`src/rtl/tdm_demux_1x8.sv`:
```
// ============================================================================
// tdm_demux_1x8
// ----------------------------------------------------------------------------
// Receive-side demultiplexer for an 8-channel TDM link. Each valid input
// sample is steered into one of eight channel registers by a slot counter
// that is aligned to the frame-sync marker. Channels hold their last value.
//
// Ports:
//   clk         rising-edge clock
//   rst_n       asynchronous active-low reset
//   din         multiplexed sample (WIDTH bits)
//   din_valid   din carries a sample this cycle
//   frame_sync  marks the current sample as slot 0 (qualified by din_valid)
//   D0..D7      channel registers, each held until rewritten
//   dvalid      one-hot pulse, bit k set the cycle after Dk is written
//   slot        slot index the next accepted sample will be written to
//   locked      high once the first frame_sync has been seen
//   frame_done  pulse coincident with dvalid[7]
//   sync_err    pulse when frame_sync arrives at a slot other than 0
// ============================================================================
module tdm_demux_1x8 #(
    parameter int WIDTH = 1
) (
    input  logic             clk,
    input  logic             rst_n,
    input  logic [WIDTH-1:0] din,
    input  logic             din_valid,
    input  logic             frame_sync,
    output logic [WIDTH-1:0] D0,
    output logic [WIDTH-1:0] D1,
    output logic [WIDTH-1:0] D2,
    output logic [WIDTH-1:0] D3,
    output logic [WIDTH-1:0] D4,
    output logic [WIDTH-1:0] D5,
    output logic [WIDTH-1:0] D6,
    output logic [WIDTH-1:0] D7,
    output logic [7:0]       dvalid,
    output logic [2:0]       slot,
    output logic             locked,
    output logic             frame_done,
    output logic             sync_err
);

    localparam logic HUNT   = 1'b0;
    localparam logic LOCKED = 1'b1;

    logic             state;
    logic [WIDTH-1:0] ch [8];

    // NOTE: all state below is sequential and uses non-blocking assignments,
    // so every read of slot/state in this block sees the pre-edge value.
    always_ff @(posedge clk or negedge rst_n) begin
        if (!rst_n) begin
            state      <= HUNT;
            slot       <= 3'd0;
            dvalid     <= 8'h00;
            frame_done <= 1'b0;
            sync_err   <= 1'b0;
            // NOTE: the channel bank is reset explicitly because a cleared
            // output is part of the reset state, so it cannot be a RAM.
            for (int i = 0; i < 8; i++) begin
                ch[i] <= '0;
            end
        end else begin
            // Pulses default low; the branches below re-raise them.
            dvalid     <= 8'h00;
            frame_done <= 1'b0;
            sync_err   <= 1'b0;

            if (din_valid) begin
                if (state == HUNT) begin
                    // Unsynchronised samples are dropped until a marker arrives.
                    if (frame_sync) begin
                        ch[0]  <= din;
                        dvalid <= 8'h01;
                        slot   <= 3'd1;
                        state  <= LOCKED;
                    end
                end else if (frame_sync && (slot != 3'd0)) begin
                    // Marker out of place: realign to slot 0. The partially
                    // filled channels are deliberately left stale.
                    ch[0]    <= din;
                    dvalid   <= 8'h01;
                    slot     <= 3'd1;
                    sync_err <= 1'b1;
                end else begin
                    // Normal write; a marker at slot 0 just confirms alignment.
                    ch[slot]   <= din;
                    dvalid     <= 8'h01 << slot;
                    slot       <= slot + 3'd1;
                    frame_done <= (slot == 3'd7);
                end
            end
        end
    end

    assign locked = (state == LOCKED);

    assign D0 = ch[0];
    assign D1 = ch[1];
    assign D2 = ch[2];
    assign D3 = ch[3];
    assign D4 = ch[4];
    assign D5 = ch[5];
    assign D6 = ch[6];
    assign D7 = ch[7];

endmodule

```
`config.mk`:
```
export PLATFORM = sky130hd
export DESIGN_NAME = tdm_demux_1x8
export DESIGN_NICKNAME = d
export VERILOG_FILES = /design/src/rtl/tdm_demux_1x8.sv
export SDC_FILE = /design/constraint.sdc
export NUM_CORES = 1
export LEC_CHECK = 0
export BUFFER_PORTS_ARGS = -buffer_cell sky130_fd_sc_hd__buf_2
export CAP_MARGIN = 10
export CORE_MARGIN = 1
export CORE_UTILIZATION = 30
export CTS_BUF_LIST = sky130_fd_sc_hd__clkbuf_4 sky130_fd_sc_hd__clkbuf_8
export DETAILED_ROUTE_END_ITERATION = 10
export PLACE_DENSITY_LB_ADDON = 0.12
export SLEW_MARGIN = 20
export SYNTH_ARGS = -nofsm -noshare
export SYNTH_HDL_FRONTEND = slang
export SYNTH_SLANG_ARGS = --single-unit
export TNS_END_PERCENT = 50
```
`constraint.sdc`:
```
create_clock -name clk -period 1.65 [get_ports clk]
set_clock_uncertainty 0.2 [all_clocks]
set_input_delay 0.0825 -clock clk [delete_from_list [all_inputs] [get_ports clk]]
set_output_delay 0.0825 -clock clk [all_outputs]
set_load 0.02 [all_outputs]
```
# Word level (Yosys, flattened, before mapping)
# Index checks and enable logic that the tools add are counted.
# word_totals
inputBits	5
reg_bits	22
out_inout_bits	22
elab_cells	47
# classes
n_shift	1
muxes	21
eq_ne	1
n_bitwise	2
n_reduce_logical	6
n_lt_le_gt_ge	2
addsub	1
# op_table
operator	n
$mux 8	3
$mux 1	13
$mux 3	3
$bwmux 8	1
$shl 1x3->8 const A	1
$ge 4x4->1 const B	1
$lt 4x1->1 const B	1
$not 3->4	1
$add 3x1->3 const B	1
$demux 1 s3	1
$eq 3x3->1 const B	1
$reduce_and 3->1	1
$reduce_bool 3->1	1
$logic_and 1x1->1	2
$reduce_and 2->1	1
$reduce_bool 2->1	1
$not 1->1	1

# Depth between registers and ports, before layout
# Gate-level depths: netlist of the first run.
# depth
word_depth	8
mapped_depth	5
mapped_depth_nobuf	5

# Least setup slack after synthesis of the first run
# OpenSTA, ideal clock, no wires.
# synth_timing
path_kind	reg-to-reg
start	register slot[0]
end	register ch, in the netlist D0
period_less_slack_ps	1911
t_required_ps	1325
path_stages_with_launch	6
setup_time_ps	125
t_arrival_ps	1586
slack_ps	-261
path_cell_list	dfrtp_1 inv_1 ha_1 and3b_1 o32ai_2 mux2_4
# synth_between
elab_chain_cells	8
elab_cells_between_ends	11
classes_between	order compare (2); mux (5); bitwise (1); reduce/logical (3)
# synth_lines
element	line	rtl
from (decl)	38	output logic [2:0] slot,
from (signal assigned)	90	slot <= slot + 3'd1;
$not 3->4 (not written as such)	88	ch[slot] <= din;
$ge 4x4->1 (not written as such) / $lt 4x1->1 (equally long branches)	88	
$logic_and 1x1->1 (not written as such)	88	
$mux 1 (not written as such)	88	
$demux 1 s3	88	
$bwmux 8	88	
$mux 1 *	79	end else if (frame_sync && (slot != 3'd0)) begin
$mux 1 *	71	if (state == HUNT) begin
to (signal, indexed assignment)	88	
to (decl)	48	logic [WIDTH-1:0] ch [8];
# Mark *: on every way between the ends. The rest lies on a longest branch, timed or not.
# A chain may end at the register's enable or synchronous reset.

# Final worst setup path of the first run
# layout_timing
start	register slot[0]
end	register slot[2]
# layout_between
elab_chain_cells	4
elab_cells_between_ends	5
classes_between	add/sub (1); mux (2); reduce/logical (2)
# layout_lines
element	line
branches (longest 2 deep; another with $add 3x1->3)	--
$mux 3 *	79
$mux 3 *	71
# Every way passes the cells marked *.

==> metrics.txt, run 1 <==
status complete, no violations; H-Tree Depth 1; Main synth FF type dfrtp_1; first-pass GRT wire length 2911 um; Post-CTS Setup Bufs 0; std cell rows 20; CP Launch Point slot[0]$_DFFE_PN0P_; detailed-route vias per instance 4.404; FFs w/ async S/R, synth 100.0%; RR Startpoint slot[0]$_DFFE_PN0P_; syn avg cell area 12.58 sq um; WP buf/inv 1; EDFF count, synth 0; CTS tree yes; clock buffer depth 2; Power Density 1451 nW/um^2; Biggest register dvalid; Peak VDD IR 421.1 uV; final setup fails 0; clock sink count 21; Pleak 0.6626 nW; DRC viols 0; Final Hold Viols 0; Post-Layout Inst Area 1295 sq um; HPWL Detailed 1366 um; Worst path max stage delay 0.42 ns; worst hold path type input pin to async pin; final cell utilization of the core 42.77%; Die Footprint 3416 sq um; number of buffers inserted by port buffering 26; GRT Total Usage 11.90%; top cell type's share of synthesized area 54.97%; sequential area share after synthesis 54.97%; achievable frequency 622.1 MHz; fillers 306; final worst-path cycle share 97.41%; CP max FO 8; pin count of the biggest net entering global routing 22; clock insertion delay at the later pin of the skew report 0.30 ns; area of the mapped netlist 955.9 sq um; CTS root buf clkbuf_4; Slew Viols, Final 0; Synth area leader dfrtp_1; crit start category flop; clock-pin slew on the worst setup and hold paths 0.11 ns; CP cell instances buf_4, ha_1, ha_1, nor2_1, a22o_1; area grow syn2layout 35.47%; CP Capture Type flop; Post-Syn Nets 87; slowest CP cell dfrtp_2; Starting Density 31.57%; max-cap viol count 0; Setup Crit Path Kind flop to flop; area post-placement 1206 sq um; RSZ-0062 raised after global routing yes; via count 687; WL/cell 11.08 um; Syn Inst Count 76; Regs by FF count dvalid: 8 flops, slot: 3 flops; initial antenna violation count 0; Ports 27; most frequent cell after synthesis dfrtp_1; CP Data Required Time 1.65 ns; final critical path time including I/O delays and setup 1.607 ns; n_diodes 0; Syn. warnings 0; Die Wd 58.45 um; Worst EP arrival 1.61 ns; Num CTS Buffers 3; max reg flops 8; layout cell share with drive strength beyond 1 47.32%; DRT Wirelength 1728 um; vias in the first global route 660; core area 3028 sq um; Final nets 124; Area contributors post-synth dfrtp_1 (55%), ha_1 (7.9%), mux2_2 (7.1%); Routed Antenna Nets 0; most used cell, CP ha_1; DRT iter0 DRCs 9; total grt overflow 0; Die Ht 58.45 um; DRT Pass-1 Iters 4; flops & latches, synth 21; final RePlAce weighted congestion 0.7190; cell family with most CP delay adder cells; overall power 1.879 mW; post-synth cell types 23; Tightest Pin Transition 0.4540 ns; slew margin rel. 69.74%; list of most frequent post-synthesis cells dfrtp_1 (21), and2_1 (7), ha_1 (6), mux2_2 (6), nor2_1 (6)
## metal layers
layer / wire length (um) / track usage [%] / up-vias
li1: - / - / 330
met1: 804 / 14.73 / 333
met2: 798 / 18.56 / 19
met3: 73 / 2.637 / 5
met4: 52 / 8.163 / 0
met5: 0 / 0 / -
## final timing paths
kind | cells after the start | endpoint | slack [ns]
setup / recovery | 5 | slot[2]$_DFFE_PN0P_ | 0.04
hold / removal | 2 | dvalid[6]$_DFF_PN0_ | 0.05
setup reg to reg | 5 | slot[2]$_DFFE_PN0P_ | 0.04
hold reg to reg | 1 | D4$_DFFE_PN0P_ | 0.31
max in group asynchronous | 2 | locked$_DFFE_PN0P_ | 0.87
min in group clk | 3 | sync_err$_DFF_PN0_ | 0.08
## final cells by class
class	instances	area [sq um]	share of cell area, %
clock buffer	4	30.03	2.319
inverter	3	11.26	0.8696
multi-input combinational	51	471.7	36.43
sequential	21	529.3	40.87
tap	44	55.05	4.251
timing repair buffer	33	197.7	15.27
## layout by cell type (no fill, tap or decap), types with 2 or more instances in the layout
master         instances
buf_4                  4
inv_2                  2
dfrtp_2                3
clkbuf_4               4
ha_1                   5
a22o_1                 2
nand2_1                4
mux2_4                 4
nor2_1                 6
buf_2                 25
nand2b_1               4
and2_1                 7
mux2_2                 3
dfrtp_1               18
dlygate4sd3_1          3
nor3_4                 3
## per-stage QoR
step | hold WS [ns] | setup TNS [ns] | worst slack [ns] | cells
finish | 0.04923 | 0 | 0.04265 | 156
global route | 0.07926 | -0.02206 | -0.01145 | 156
CTS | 0.06268 | -0.03834 | -0.02044 | 157
detailed placement | -0.1352 | -0.005824 | -0.005824 | 149
global placement | -0.1362 | 0 | 0.04270 | 149
floorplan | -0.4131 | -0.2717 | -0.07640 | 76
## repair_timing
action,CTS,global route
resized for setup,0,6
pin swaps,0,1
hold buffers,4,0
endpoints found under the hold margin,35,0
cloned,0,0
endpoints found under the setup margin,3,8
## kinds of logic (layout without fill, tap and decap cells)
| family | after synthesis | after routing | synth area share (%) |
|---|---|---|---|
| compound gates | 6 | 6 | 5.367 |
| fa+ha+maj | 6 | 6 | 7.853 |
| buf+inv | 4 | 40 | 1.964 |
| flops | 21 | 21 | 54.97 |
| mux | 9 | 9 | 10.86 |
| simple gates | 30 | 30 | 18.98 |
## report_power, final
part,switching (mW),internal [mW]
logic,0.499,0.399
clock network,0.149,0.111
registers,0.0671,0.654
No activity file was read; power rests on OpenSTA's default activity.
==> run 2: changes to the inputs <==
--- a/config.mk
+++ b/config.mk
@@ -11,7 +11,6 @@
 export CORE_UTILIZATION = 30
 export CTS_BUF_LIST = sky130_fd_sc_hd__clkbuf_4 sky130_fd_sc_hd__clkbuf_8
 export DETAILED_ROUTE_END_ITERATION = 10
-export PLACE_DENSITY_LB_ADDON = 0.12
 export SLEW_MARGIN = 20
 export SYNTH_ARGS = -nofsm -noshare
 export SYNTH_HDL_FRONTEND = slang
==> run 2 against run 1 <==
Against the previous run: worst setup slack worse by 0.045 ns; fmax is 2.7% lower; the run now ends with negative setup slack left; sequential power is 0.7% higher.
==> metrics.txt, run 2 (synthesis results as in run 1) <==
slew margin rel. 68.06% (was 69.74%); failing checks negative setup slack; most frequent cells in the layout buf_2 (26), dfrtp_1 (18), and2_1 (7) (was buf_2 (25), dfrtp_1 (18), and2_1 (7)); HPWL Detailed 1374 um (was 1366 um); vias in the first global route 648 (was 660); Num CTS Buffers 3 (unchanged); clock insertion delay at the later pin of the skew report 0.31 ns (was 0.30 ns); Final nets 127 (was 124); Biggest register dvalid (unchanged); worst hold path type input pin to async pin (unchanged); Worst EP arrival 1.65 ns (was 1.61 ns); layout cell share with drive strength beyond 1 49.57% (was 47.32%); n_diodes 0 (unchanged); Worst path max stage delay 0.43 ns (was 0.42 ns); total grt overflow 0 (unchanged); pin count of the biggest net entering global routing 22 (unchanged); final worst-path cycle share 100.1% (was 97.41%); CTS root buf clkbuf_4 (unchanged); met3 wire len 82 um (was 73 um); std cell rows 20 (unchanged); H-Tree Depth 1 (unchanged); Slew Viols, Final 0 (unchanged); final critical path time including I/O delays and setup 1.652 ns (was 1.607 ns); CP max FO 4 (was 8); most common cell after layout, fill and taps aside buf_2 (unchanged); crit start category flop (unchanged); Peak VDD IR 468.1 uV (was 421.1 uV); core area 3028 sq um (unchanged); via count 686 (was 687); final hold slack 0.04286 ns (was 0.04923 ns); DRT Pass-1 Iters 4 (unchanged); GRT Total Usage 12.30% (was 11.90%); area grow syn2layout 36.91% (was 35.47%); DRT iter0 DRCs 10 (was 9); final cell utilization of the core 43.22% (was 42.77%); Tightest Pin Transition 0.4791 ns (was 0.4540 ns); Power Density 1442 nW/um^2 (was 1451 nW/um^2); Starting Density 31.57% (unchanged); status finished, violations left (was complete, no violations); Setup WS pre-CTS -0.006065 ns (was -0.005824 ns); DRT Wirelength 1880 um (was 1728 um); first-pass GRT wire length 3070 um (was 2911 um); slowest CP cell dfrtp_2 (unchanged); Regs by FF count dvalid: 8 flops, slot: 3 flops (unchanged); wl on met1 907 um (was 804 um); Die Footprint 3416 sq um (unchanged); final setup fails 1 (was 0); Placed Cells 149 (unchanged); Final Hold Viols 0 (unchanged); top sig layer met3 (was met4); CP Data Required Time 1.65 ns (about the same); achievable frequency 605.3 MHz (was 622.1 MHz); Setup Crit Path Kind flop to flop (unchanged); final RePlAce weighted congestion 0.7335 (was 0.7190); RSZ-0062 raised after global routing yes (unchanged); detailed-route vias per instance 4.314 (was 4.404); CP cell instances inv_2, ha_4, and2b_4, nor3_4, mux2_4 (was buf_4, ha_1, ha_1, nor2_1, a22o_1); clock buffer depth 2 (unchanged); clock sink count 21 (unchanged); met2 wire length 890 um (was 798 um); WL/cell 11.82 um (was 11.08 um); Finished Layout Cells 159 (was 156); max reg flops 8 (unchanged); CTS tree yes (unchanged); Die Ht 58.45 um (unchanged); Setup WS post-layout -0.002145 ns (was 0.04265 ns); Pleak 0.6576 nW (was 0.6626 nW); max-cap viol count 0 (unchanged); clock-pin slew on the worst setup and hold paths 0.13 ns (was 0.11 ns); Die Wd 58.45 um (unchanged); CP Capture Type flop (unchanged); area post-placement 1206 sq um (unchanged); number of buffers inserted by port buffering 26 (unchanged); DRC viols 0 (unchanged); initial antenna violation count 0 (unchanged); Post-Layout Inst Area 1309 sq um (was 1295 sq um); Routed Antenna Nets 0 (unchanged); Ports 27 (unchanged)
## run 2: power by group
part	internal (mW)	switching, mW
registers	0.654	0.0715
logic	0.409	0.496
clock network	0.0924	0.165
total	1.16	0.732
## run 2: timing repair
| item | 4_1_cts | 5_1_grt |
|---|---|---|
| gates resized for setup | 2 | 3 |
| pin swaps | 0 | 2 |
| endpoints found under the hold margin | 36 | 0 |
| cloned | 0 | 0 |
| buffers inserted | 0 | 2 |
| endpoints found under the setup margin | 2 | 8 |
| hold buffers | 4 | 0 |
## run 2: worst paths after layout
check                                         start                   to  slack (ns)  depth (start not counted)
worst max-delay path            slot[0]$_DFFE_PN0P_       D3$_DFFE_PN0P_      -0.002                          5
worst min-delay path                          rst_n  dvalid[5]$_DFF_PN0_        0.04                          2
worst max register to register  slot[0]$_DFFE_PN0P_       D3$_DFFE_PN0P_      -0.002                          5
worst min register to register       D4$_DFFE_PN0P_       D4$_DFFE_PN0P_        0.30                          1
max in group asynchronous                     rst_n   locked$_DFFE_PN0P_        0.85                          2
min in group clk                     D4$_DFFE_PN0P_       D4$_DFFE_PN0P_        0.30                          1
## run 2: layer usage
metal / GRT usage, % / vias to the layer above
met5: 0 / -
met4: 5.102 / 0
met3: 2.637 / 0
met2: 19.05 / 18
met1: 16.71 / 335
li1: - / 333
## run 2: through the flow
stage	power (mW)	TNS, ns
floorplan	1.314	-0.2717
global placement	1.593	0
detailed placement	1.608	-0.01040
CTS	1.900	-0.05892
global route	2.030	-0.05997
finish	1.888	-0.002145
## run 2: layout make-up
class	count	area [sq um]
clock buffer	3	22.52
clock inverter	1	7.507
fill	306	1719
inverter	3	11.26
multi-input combinational	51	467.9
sequential	21	529.3
tap	44	55.05
timing repair buffer	36	215.2
## run 2: critical path: cells and delay by family, from the launching register on
family | cells | cell delay [ns]
adders and majority gates | 1 | 0.14
DFF | 1 | 0.43
and+or+nand+nor | 2 | 0.38
muxes | 1 | 0.31
buffers and inverters | 1 | 0.08
